**src/rtl/spi_pkg.sv**
```systemverilog
// Shared types and constants for the byte-wide SPI master and its SCK divider.
package spi_pkg;

  typedef enum logic [2:0] {
    IDLE,
    SETUP,
    XFER,
    HOLD,
    GAP
  } spi_state_t;

  localparam logic [1:0] SPI_MODE0  = 2'b00;  // {CPOL, CPHA}
  localparam int         DATA_W_DEF = 8;

  // Bits needed to hold CLK_DIV-1 in the half-period down-counter.
  function automatic int div_w(input int div);
    return (div < 2) ? 1 : $clog2(div);
  endfunction

endpackage

```
**src/rtl/spi_sck_tick.sv**
```systemverilog
// SCK half-period divider: one-cycle tick every CLK_DIV cycles while enabled.
module spi_sck_tick
  import spi_pkg::*;
#(
  parameter int CLK_DIV = 4
) (
  input  logic clk,
  input  logic rst_n,
  input  logic en,
  output logic tick
);

  localparam int             CW     = div_w(CLK_DIV);
  localparam logic [CW-1:0]  RELOAD = CW'(CLK_DIV - 1);

  logic [CW-1:0] cnt;

  // Reloaded while disabled so the first tick lands CLK_DIV cycles after enable.
  always_ff @(posedge clk or negedge rst_n) begin
    if (!rst_n) begin
      cnt <= '0;
    end else if (!en || (cnt == '0)) begin
      cnt <= RELOAD;
    end else begin
      cnt <= cnt - CW'(1);
    end
  end

  assign tick = en && (cnt == '0);

endmodule

```
**src/rtl/spi_master_byte.sv**
```systemverilog
// Mode-0 SPI master: one byte per handshake, MSB first, with a deselect gap between bytes.
//   state | meaning
//   IDLE  | tx_ready high, waiting for tx_valid
//   SETUP | SSEL low, first MOSI bit settling before the first rising SCK
//   XFER  | SCK toggling, 8 bits shifted out and in
//   HOLD  | SCK low, SSEL still low after the last falling edge
//   GAP   | SSEL high, enforced deselect before the next byte
module spi_master_byte
  import spi_pkg::*;
#(
  parameter int CLK_DIV = 4,
  parameter int DATA_W  = DATA_W_DEF
) (
  input  logic              clk,
  input  logic              rst_n,
  input  logic              tx_valid,
  output logic              tx_ready,
  input  logic [DATA_W-1:0] tx_data,
  output logic              rx_valid,
  output logic [DATA_W-1:0] rx_data,
  output logic              busy,
  output logic              sck,
  output logic              ssel,
  output logic              mosi,
  input  logic              miso
);

  localparam int BW = $clog2(DATA_W);

  spi_state_t        state, state_nxt;
  logic              tick, tick_en;
  logic              accept, rise, fall, done, last_bit;
  logic [BW-1:0]     bit_cnt;
  logic [DATA_W-1:0] tx_shift, rx_shift;

  assign last_bit = (bit_cnt == BW'(DATA_W - 1));

  spi_sck_tick #(
    .CLK_DIV(CLK_DIV)
  ) u_sck_tick (
    .clk  (clk),
    .rst_n(rst_n),
    .en   (tick_en),
    .tick (tick)
  );

  always_ff @(posedge clk or negedge rst_n) begin
    if (!rst_n) begin
      state <= IDLE;
    end else begin
      state <= state_nxt;
    end
  end

  always_comb begin
    state_nxt = state;
    case (state)
      IDLE:    if (tx_valid)                 state_nxt = SETUP;
      SETUP:   if (tick)                     state_nxt = XFER;
      XFER:    if (tick && sck && last_bit)  state_nxt = HOLD;
      HOLD:    if (tick)                     state_nxt = GAP;
      GAP:     if (tick)                     state_nxt = IDLE;
      default:                               state_nxt = IDLE;
    endcase
  end

  // The first rising edge is the SETUP tick; later ones come from XFER with SCK low.
  always_comb begin
    tx_ready = (state == IDLE);
    busy     = (state != IDLE);
    tick_en  = (state != IDLE);
    accept   = tx_ready && tx_valid;
    rise     = tick && ((state == SETUP) || ((state == XFER) && !sck));
    fall     = tick && (state == XFER) && sck;
    done     = tick && (state == HOLD);
  end

  always_ff @(posedge clk or negedge rst_n) begin
    if (!rst_n) begin
      sck      <= SPI_MODE0[1];
      ssel     <= 1'b1;
      mosi     <= 1'b0;
      rx_valid <= 1'b0;
      rx_data  <= '0;
      tx_shift <= '0;
      rx_shift <= '0;
      bit_cnt  <= '0;
    end else begin
      rx_valid <= 1'b0;
      if (accept) begin
        tx_shift <= tx_data;
        mosi     <= tx_data[DATA_W-1];
        ssel     <= 1'b0;
        rx_shift <= '0;
        bit_cnt  <= '0;
      end
      if (rise) begin
        sck      <= 1'b1;
        rx_shift <= {rx_shift[DATA_W-2:0], miso};
      end
      // No shift after the last bit so MOSI holds it through HOLD.
      if (fall) begin
        sck     <= 1'b0;
        bit_cnt <= bit_cnt + BW'(1);
        if (!last_bit) begin
          tx_shift <= {tx_shift[DATA_W-2:0], 1'b0};
          mosi     <= tx_shift[DATA_W-2];
        end
      end
      if (done) begin
        ssel     <= 1'b1;
        rx_data  <= rx_shift;
        rx_valid <= 1'b1;
      end
    end
  end

endmodule

```
**config.mk**
```make
export PLATFORM = sky130hd
export DESIGN_NAME = spi_master_byte
export DESIGN_NICKNAME = d
export VERILOG_FILES = /design/src/rtl/spi_pkg.sv /design/src/rtl/spi_sck_tick.sv /design/src/rtl/spi_master_byte.sv
export SDC_FILE = /design/constraint.sdc
export NUM_CORES = 1
export LEC_CHECK = 0
export CAP_MARGIN = 20
export CORE_ASPECT_RATIO = 1.1
export CORE_MARGIN = 5
export CORE_UTILIZATION = 55
export CTS_BUF_LIST = sky130_fd_sc_hd__clkbuf_4
export CTS_CLUSTER_DIAMETER = 100
export DETAILED_ROUTE_END_ITERATION = 8
export DONT_BUFFER_PORTS = 1
export GPL_TIMING_DRIVEN = 0
export HOLD_SLACK_MARGIN = 0.08
export PLACE_DENSITY = 0.7
export SYNTH_ARGS = -nofsm -noshare
export SYNTH_HDL_FRONTEND = slang
export SYNTH_SLANG_ARGS = --single-unit
export TNS_END_PERCENT = 50
```
**constraint.sdc**
```tcl
create_clock -name clk -period 2.9 [get_ports clk]
set_input_delay 0.29 -clock clk [delete_from_list [all_inputs] [get_ports clk]]
set_output_delay 0.29 -clock clk [all_outputs]
set_load 0.05 [all_outputs]
```
[Yosys cells after proc, flatten, opt, wreduce, memory -nomap -nowiden]
Cells that the tools add are included.
Word-level totals
  logic and storage cells: 65
  output and inout port bits: 14
  register bits: 36
  bits of input ports: 12
Operators by class
  mux-type cells: 22
  reduce and logical (&&, ||, !) cells: 21
  add/sub/neg operators: 2
  equality and inequality tests: 10
Operators with widths (count)
  8-bit 2-to-1 mux: 5
  3-bit 2-to-1 mux: 7
  3-bit one-hot mux with 5 select lines: 1
  2-bit != test (second input constant): 5
  1-bit logical AND: 9
  1-bit 2-to-1 mux: 8
  2-bit nonzero test: 4
  3-bit by 2-bit equality test with 1-bit output (second input constant): 2
  3-bit equality test (second input constant): 2
  5-bit AND reduction: 1
  3-bit by 1-bit adder with 3-bit output (second input constant): 1
  3-bit by 1-bit equality test with 1-bit output (second input constant): 1
  3-bit logical NOT: 1
  3-bit nonzero test: 1
  1-bit logical NOT: 2
  2-bit logical NOT: 1
  1-bit logical OR: 2
  2-bit 2-to-1 mux: 1
  2-bit by 1-bit subtractor with 2-bit output (second input constant): 1

[Depth between registers and ports, before layout]
Gate-level depths: netlist of run 1.
  word-level depth: 6
  mapped depth: 7
  mapped depth without buffers: 5

[By module]
Synthesis of run 1 repeated with hierarchy kept, for this count alone.
Unflattened totals
  cell total of the unflattened synthesis: 132
  area total of the unflattened synthesis: 1626.6 um^2
By module, submodules not included
  spi_master_byte: sequential area each 827.0 um^2, cells each 124, area an instance 1535.2 um^2, instances 1
  spi_sck_tick: sequential area each 50.0 um^2, cells each 8, area an instance 91.3 um^2, instances 1

[Worst setup path before layout of run 1]
Ideal clock, no wire load.
  path kind: reg2reg
  start: reg state[0]
  end: reg tx_shift[1]
  period minus slack after synthesis: 1.831 ns
  slack: 1.069 ns
  required time: 2.775 ns
  library setup time: 0.125 ns
  stages on the path, launching flop included: 6
  arrival: 1.706 ns
  buffers on the path: 2
  path through: dfrtp_1 -> buf_6 -> or4b_4 -> buf_6 -> mux2_4 -> mux2_4
Between the ends
  word-level cells in the longest chain between the ends: 5
  elaborated cells on any way between the ends: 10
  those cells by class: 1 x eq/ne; 3 x mux; 6 x reduce/logical
Ends and longest elaborated chain
  start, declared: RTL line spi_master_byte.sv:30  | spi_state_t state, state_nxt;
  start signal, assigned: RTL line spi_master_byte.sv:51  | state <= state_nxt;
  3-bit logical NOT / 3-bit nonzero test (equally long branches): RTL line spi_master_byte.sv:69, spi_master_byte.sv:71
  1-bit logical AND, on equally long branches: RTL line spi_master_byte.sv:72, spi_sck_tick.sv:29
  8-bit 2-to-1 mux / 1-bit logical AND (equally long branches): RTL line spi_master_byte.sv:90, spi_master_byte.sv:74
  8-bit 2-to-1 mux / 1-bit logical AND (equally long branches): RTL line spi_master_byte.sv:105, spi_master_byte.sv:74
  8-bit 2-to-1 mux (*): RTL line spi_master_byte.sv:102  | if (fall) begin
  end signal, assigned: RTL line spi_master_byte.sv:91  | tx_shift <= tx_data;
  end signal, assigned: RTL line spi_master_byte.sv:106  | tx_shift <= {tx_shift[DATA_W-2:0], 1'b0};
  end, declared: RTL line spi_master_byte.sv:34  | logic [DATA_W-1:0] tx_shift, rx_shift;
Mark *: on every way between the ends. The rest lies on a longest branch, timed or not.
A chain may end at the register's enable or synchronous reset.

[Worst setup path after layout of run 1]
  start: reg state[0]
  end: out tx_ready
Between the ends
  word-level cells in the longest chain between the ends: 1
Ends and longest elaborated chain
  3-bit logical NOT: RTL line spi_master_byte.sv:69  | tx_ready = (state == IDLE);
  end, declared: RTL line spi_master_byte.sv:17  | output logic tx_ready,
Every way passes these cells.

==> impl_metrics.toml, run 1 <==
[worst_setup_path]
crit_chain = "buf_6 > or3_1 > inv_1"
critPathMaxFanout = 10
crit_required_ns = 2.61
start_kind = "flop"
critical_path.slowest_cell = "or3_1"
cp-end-kind = "output port"
crit_path_max_incr_delay_ns = 0.61
critical_path_class = "reg2out"
cp.arrival_ns = 1.91

[power]
p_leak_nw = 0.915
share_seq_of_total_power_pct = 55.9
power.density_nw_per_um2 = 1150
power_frac_comb_pct = 31.3
irDropWorstVdd_mv = 0.774
p_clk_share_pct = 12.8
p_sw_share_pct = 43.0
p_int_w = 0.00115
switching_power_w = 0.000867

[logic_synthesis]
synth_area_leaders = "dfrtp_1 53%, mux2_4 11%, mux2_2 7.0%, mux2i_1 6.2%, nand2_1 4.2%"
synth_async_sr_flop_share_pct = 100
synth_top_cell_area_share_pct = 52.6
yosysTopAreaCell = "dfrtp_1"
syn-num-nets = 147
ys_seq_elements = 35
synth_cells = 132
synth_ff_type = "dfrtp_1"
synth_warnings = 0
synth_seq_area_share_pct = 54.2
syn_area_per_cell_um2 = 12.3
synth_area_um2 = 1620
synth_cell_type_count = 26
synth_enable_flop_cells = 0

[route]
wl_per_cell_um = 15.2
first_pass_iters = 4
drc = 0
detail-route-antenna-nets = 0
num_vias = 968
drt_first_iter_violations = 22
drt_wl_total_um = 2680
vias_per_cell = 5.50

[timing]
finClkSkew_ns = 0.00841
finalMaxSlewViolations = 0
finalCriticalPeriod_ns = 2.20
finalHoldViolCount = 0
rsz0062_at_grt = "no"
tightest_slew_ns = 0.601
finalCritPeriodShare_pct = 75.9
setup_violations = 0
max_freq_ghz = 0.454
finalSetupTns_ns = 0
relSlewSlack_pct = 60.0

[die]
die-area_um2 = 4130
dieHeight_um = 66.9
initial_core_util_pct = 57.7
placementRows = 20
fp.dieW_um = 61.7
io_pins = 26
core_um2 = 2800

[global_routing]
grt_overflow = 0
grt_pass1_wl_um = 4570
grt_max_degree = 36
grt_pass1_vias = 1049
grt_antenna_before_repair = 0
grt_usage_pct = 15.3

[clocking]
cts_root_buf = "clkbuf_4"
clockBufferDepth = 2
h-tree-depth = 2
cts_sinks = 35
clkLatencyLatePin_ns = 0.34
clk_transition_reported_paths_ns = 0.10
cts_tree = "done"
numCtsBuffers = 5
cts_resized = 0

[hold_path]
min_path_type = "in2reg"

[final_layout]
final_nets = 157
num_antenna_cells = 0
layout-drive-gt1-share_pct = 25.2
areaGrowthSynthToFinish_pct = 8.35
post-route-util_pct = 62.5

[job]
max_cap_viol_count = 0

[placed_design]
globalplace.congestion = 0.702
hpwl_um = 1820
io_buffer_count = 0

[status]
status = "completed"
## path summary, 6_finish.rpt
| kind | cells after the start | slack (ns) | start | endpoint |
|---|---|---|---|---|
| hold / removal | 2 | 0.16 | tx_data[0] | tx_shift[0] |
| setup / recovery | 3 | 0.70 | state[0] | tx_ready |
| min in group asynchronous | 2 | 0.41 | rst_n | sck |
| max in group asynchronous | 2 | 2.25 | rst_n | ssel |
| setup reg to reg | 6 | 0.90 | u_sck_tick.cnt[0] | tx_shift[6] |
| hold reg to reg | 1 | 0.43 | u_sck_tick.cnt[0] | u_sck_tick.cnt[0] |
## cells in the mapped netlist (2+ instances only)
cell type / number
a21oi_1: 3
buf_6: 2
clkbuf_1: 2
dfrtp_1: 34
ha_1: 3
inv_1: 15
mux2_2: 10
mux2_4: 12
mux2i_1: 10
nand2_1: 18
nand3_1: 3
nor2_1: 2
nor2b_1: 3
o21ai_0: 3
## power groups by stage
stage / clock network [W] / logic, W / registers [W]
after floorplan: 0 / 0.000549 / 0.00109
after global placement: 0 / 0.000596 / 0.00113
after CTS: 0.000271 / 0.000640 / 0.00113
final: 0.000257 / 0.000631 / 0.00113
after detailed placement: 0 / 0.000620 / 0.00114
after global routing: 0.000296 / 0.000704 / 0.00116
## through the flow
| step | setup slack, ns | total power [W] | cells | cell area, um^2 | hold WS, ns |
|---|---|---|---|---|---|
| floorplan | 1.07 | 0.00164 | 132 | 1620 | -0.00559 |
| global placement | 0.938 | 0.00173 | 165 | 1660 | -0.00459 |
| detailed placement | 0.933 | 0.00176 | 165 | 1660 | -0.00472 |
| CTS | 0.676 | 0.00204 | 176 | 1750 | 0.145 |
| global route | 0.633 | 0.00216 | 176 | 1750 | 0.141 |
| finish | 0.698 | 0.00202 | 176 | 1750 | 0.156 |
## cells by family (layout without fill, tap and decap cells)
| group | count (synthesis) | after routing | synth area share [%] |
|---|---|---|---|
| xor+xnor | 1 | 1 | 0.541 |
| buf+inv | 21 | 32 | 5.88 |
| mux | 32 | 32 | 24.3 |
| fa+ha+maj | 3 | 3 | 2.32 |
| compound gates | 7 | 7 | 2.40 |
| flops | 35 | 35 | 54.2 |
| simple gates | 33 | 33 | 10.4 |
## what timing repair did
action	CTS	global route
hold buffers	3	0
endpoints found under the hold margin	36	0
setup buffers	0	0
## state kept, by name (all words and copies together) (netlist names)
register	count
bit_cnt	3
ssel	1
rx_data	8
rx_shift	8
state	3
mosi	1
u_sck_tick.cnt	2
rx_valid	1
tx_shift	7
sck	1
## per-layer routing
metal,vias up,global-route usage [%],wire [um]
met5,-,0,0
met4,0,5.04,21
met3,3,7.17,184
met2,21,26.3,1380
met1,487,16.2,1090
li1,457,-,-
## placed cells by master, fill, tap and decap left out, types with 2 or more instances in the layout
| master | instances |
|---|---|
| dlygate4sd3_1 | 2 |
| buf_6 | 2 |
| clkbuf_4 | 6 |
| nand3_1 | 3 |
| dfrtp_1 | 34 |
| mux2_2 | 10 |
| inv_1 | 15 |
| ha_1 | 3 |
| nand2_1 | 18 |
| o21ai_0 | 3 |
| clkbuf_1 | 2 |
| mux2_4 | 12 |
| a21oi_1 | 3 |
| nor2b_1 | 3 |
| mux2i_1 | 10 |
| nor2_1 | 2 |
## critical path, delay by kind of cell (launching register included)
family | cells | cell delay, ns
flip-flops | 1 | 0.38
buffers and inverters | 2 | 0.58
AND/OR/NAND/NOR | 1 | 0.61
## layout make-up
cell class / count / area [um^2]
inverter: 15 / 56.3
timing repair buffer: 3 / 40.0
buffer: 6 / 38.8
clock inverter: 2 / 8.76
clock buffer: 6 / 45.0
fill: 235 / 1050
multi-input combinational: 76 / 646
sequential: 35 / 877
tap: 33 / 41.3
No activity file was read; power rests on OpenSTA's default activity.
==> run 2, diff against run 1 <==
==> constraint.sdc (replaced) <==
create_clock -name clk -period 2.1 [get_ports clk]
set_input_delay 0.21 -clock clk [delete_from_list [all_inputs] [get_ports clk]]
set_output_delay 0.21 -clock clk [all_outputs]
set_load 0.05 [all_outputs]
==> run 2 against run 1 <==
Clock-buffer cell count unchanged. Die area unchanged. Wire length increased by 1.1%. Critical path type unchanged. Core utilization increased by 1.0 points. Sequential cell count unchanged. Largest power group unchanged.
==> impl_metrics.toml, run 2 (same netlist as run 1, synthesis figures left out) <==
[worst_setup_path]
r2r-end = "tx_shift[6]"
cp.arrival_ns = 1.83
cp-end-kind = "output port"
critPathMaxFanout = 10
reg2reg_slack_ns = 0.19
critical_path_class = "reg2out"
r2r-start = "state[0]"
crit_required_ns = 1.89
rr_worst_depth = 5
start_kind = "flop"

[timing]
rsz0062_at_grt = "no"
relSlewSlack_pct = 59.7
finalCriticalPeriod_ns = 2.04
finalSetupTns_ns = 0
finalHoldViolCount = 0
tightest_slew_ns = 0.604
finalCritPeriodShare_pct = 96.9
finalMaxSlewViolations = 0
max_freq_ghz = 0.491
setup_violations = 0
finClkSkew_ns = 0.0109
fin_hold_ws_ns = 0.141

[power]
share_seq_of_total_power_pct = 55.7
p_leak_nw = 0.915
p_int_w = 0.00159
irDropWorstVdd_mv = 1.08
power.density_nw_per_um2 = 1570
switching_power_w = 0.00121
p_sw_share_pct = 43.1
power_frac_comb_pct = 31.6
power_w = 0.00280
p_clk_share_pct = 12.7

[placed_design]
io_buffer_count = 0
dp.cells = 165
hpwl_um = 1820
dpl_cell_area_um2 = 1660
globalplace.congestion = 0.702

[final_layout]
areaGrowthSynthToFinish_pct = 10.1
fin_cells = 178
final_nets = 159
layout-drive-gt1-share_pct = 26.2
multi_input_area_um2 = 651
fill_cells = 229
layout_commonest_cell = "dfrtp_1"
design_area_um2 = 1780
num_antenna_cells = 0
largestRegisters = "rx_data: 8 flops, rx_shift: 8 flops, tx_shift: 7 flops"
mostFrequentLayoutCells = "34 x dfrtp_1, 18 x nand2_1, 14 x inv_1"
seq_area_um2 = 877

[hold_path]
holdPathStages = 2
hold_end = "mosi"
min_path_type = "in2reg"
min_from = "tx_data[7]"

[global_routing]
grt_antenna_before_repair = 0
grt_pass1_vias = 1031
grt_pass1_wl_um = 4530
grt_overflow = 0
grt_usage_pct = 15.2
grt_max_degree = 36

[route]
first_pass_iters = 4
drt_first_iter_violations = 31
wl_per_cell_um = 15.2
drt_wl_total_um = 2710
num_vias = 966
vias_per_cell = 5.43
drc = 0
detail-route-antenna-nets = 0

[clocking]
numCtsBuffers = 5
clockBufferDepth = 2
clkLatencyLatePin_ns = 0.34
post_cts_buffers = 0
cts_root_buf = "clkbuf_4"
h-tree-depth = 2
clk_transition_reported_paths_ns = 0.10
cts_tree = "done"
cts_sinks = 35

[die]
die-area_um2 = 4130
io_pins = 26
fp.dieW_um = 61.7
core_um2 = 2800
initial_core_util_pct = 57.7
dieHeight_um = 66.9
placementRows = 20

[status]
status = "completed"

[job]
max_cap_viol_count = 0
run 2: through the flow:
step / setup slack [ns] / utilization (%)
final: 0.0647 / 63.6
after global routing: 0.00294 / 63.6
after CTS: 0.0455 / 63.0
after detailed placement: 0.133 / 59.2
after global placement: 0.138 / 59.2
after floorplan: 0.269 / -
run 2: power by group through the flow:
| stage | sequential (W) | clock, W | combinational, W |
|---|---|---|---|
| after floorplan | 0.00151 | 0 | 0.000758 |
| after global placement | 0.00157 | 0 | 0.000823 |
| after detailed placement | 0.00158 | 0 | 0.000856 |
| after CTS | 0.00156 | 0.000374 | 0.000892 |
| after global routing | 0.00160 | 0.000409 | 0.000981 |
| final | 0.00156 | 0.000354 | 0.000885 |
run 2: worst max path at each step:
stage | from | endpoint | slack [ns] | cells past startpoint
3_5_place_dp | u_sck_tick.cnt[0] | tx_shift[6] | 0.13 | 6
3_3_place_gp | u_sck_tick.cnt[0] | tx_shift[1] | 0.14 | 6
2_1_floorplan | state[0] | tx_shift[1] | 0.27 | 5
4_1_cts | state[0] | tx_ready | 0.05 | 3
6_report | state[0] | tx_ready | 0.06 | 3
5_1_grt | state[0] | tx_ready | 0.003 | 3
run 2: layout make-up:
cell class,count,area share (%)
sequential,35,49.2
multi-input combinational,76,36.5
timing repair buffer,5,3.37
inverter,15,3.37
clock buffer,6,2.53
tap,33,2.32
buffer,6,2.18
clock inverter,2,0.492
run 2: what timing repair did:
action / 4_1_cts / 5_1_grt
hold endpoints to repair: 37 / 1
setup endpoints to repair: 1 / 7
resized for setup: 1 / 1
hold buffers: 4 / 1
run 2: critical path, cell delays in order (launching register included):
cell	delay, ns
dfrtp_1	0.38
buf_6	0.13
or3_1	0.63
clkinvlp_4	0.34
run 2: per-layer routing:
layer  track usage, %  vias up  routed length, um
met5                0        -                  0
met4             4.77        0                 21
met3             6.98        3                175
met2             26.2       19               1380
met1             16.2      484               1130
li1                 -      460                  -
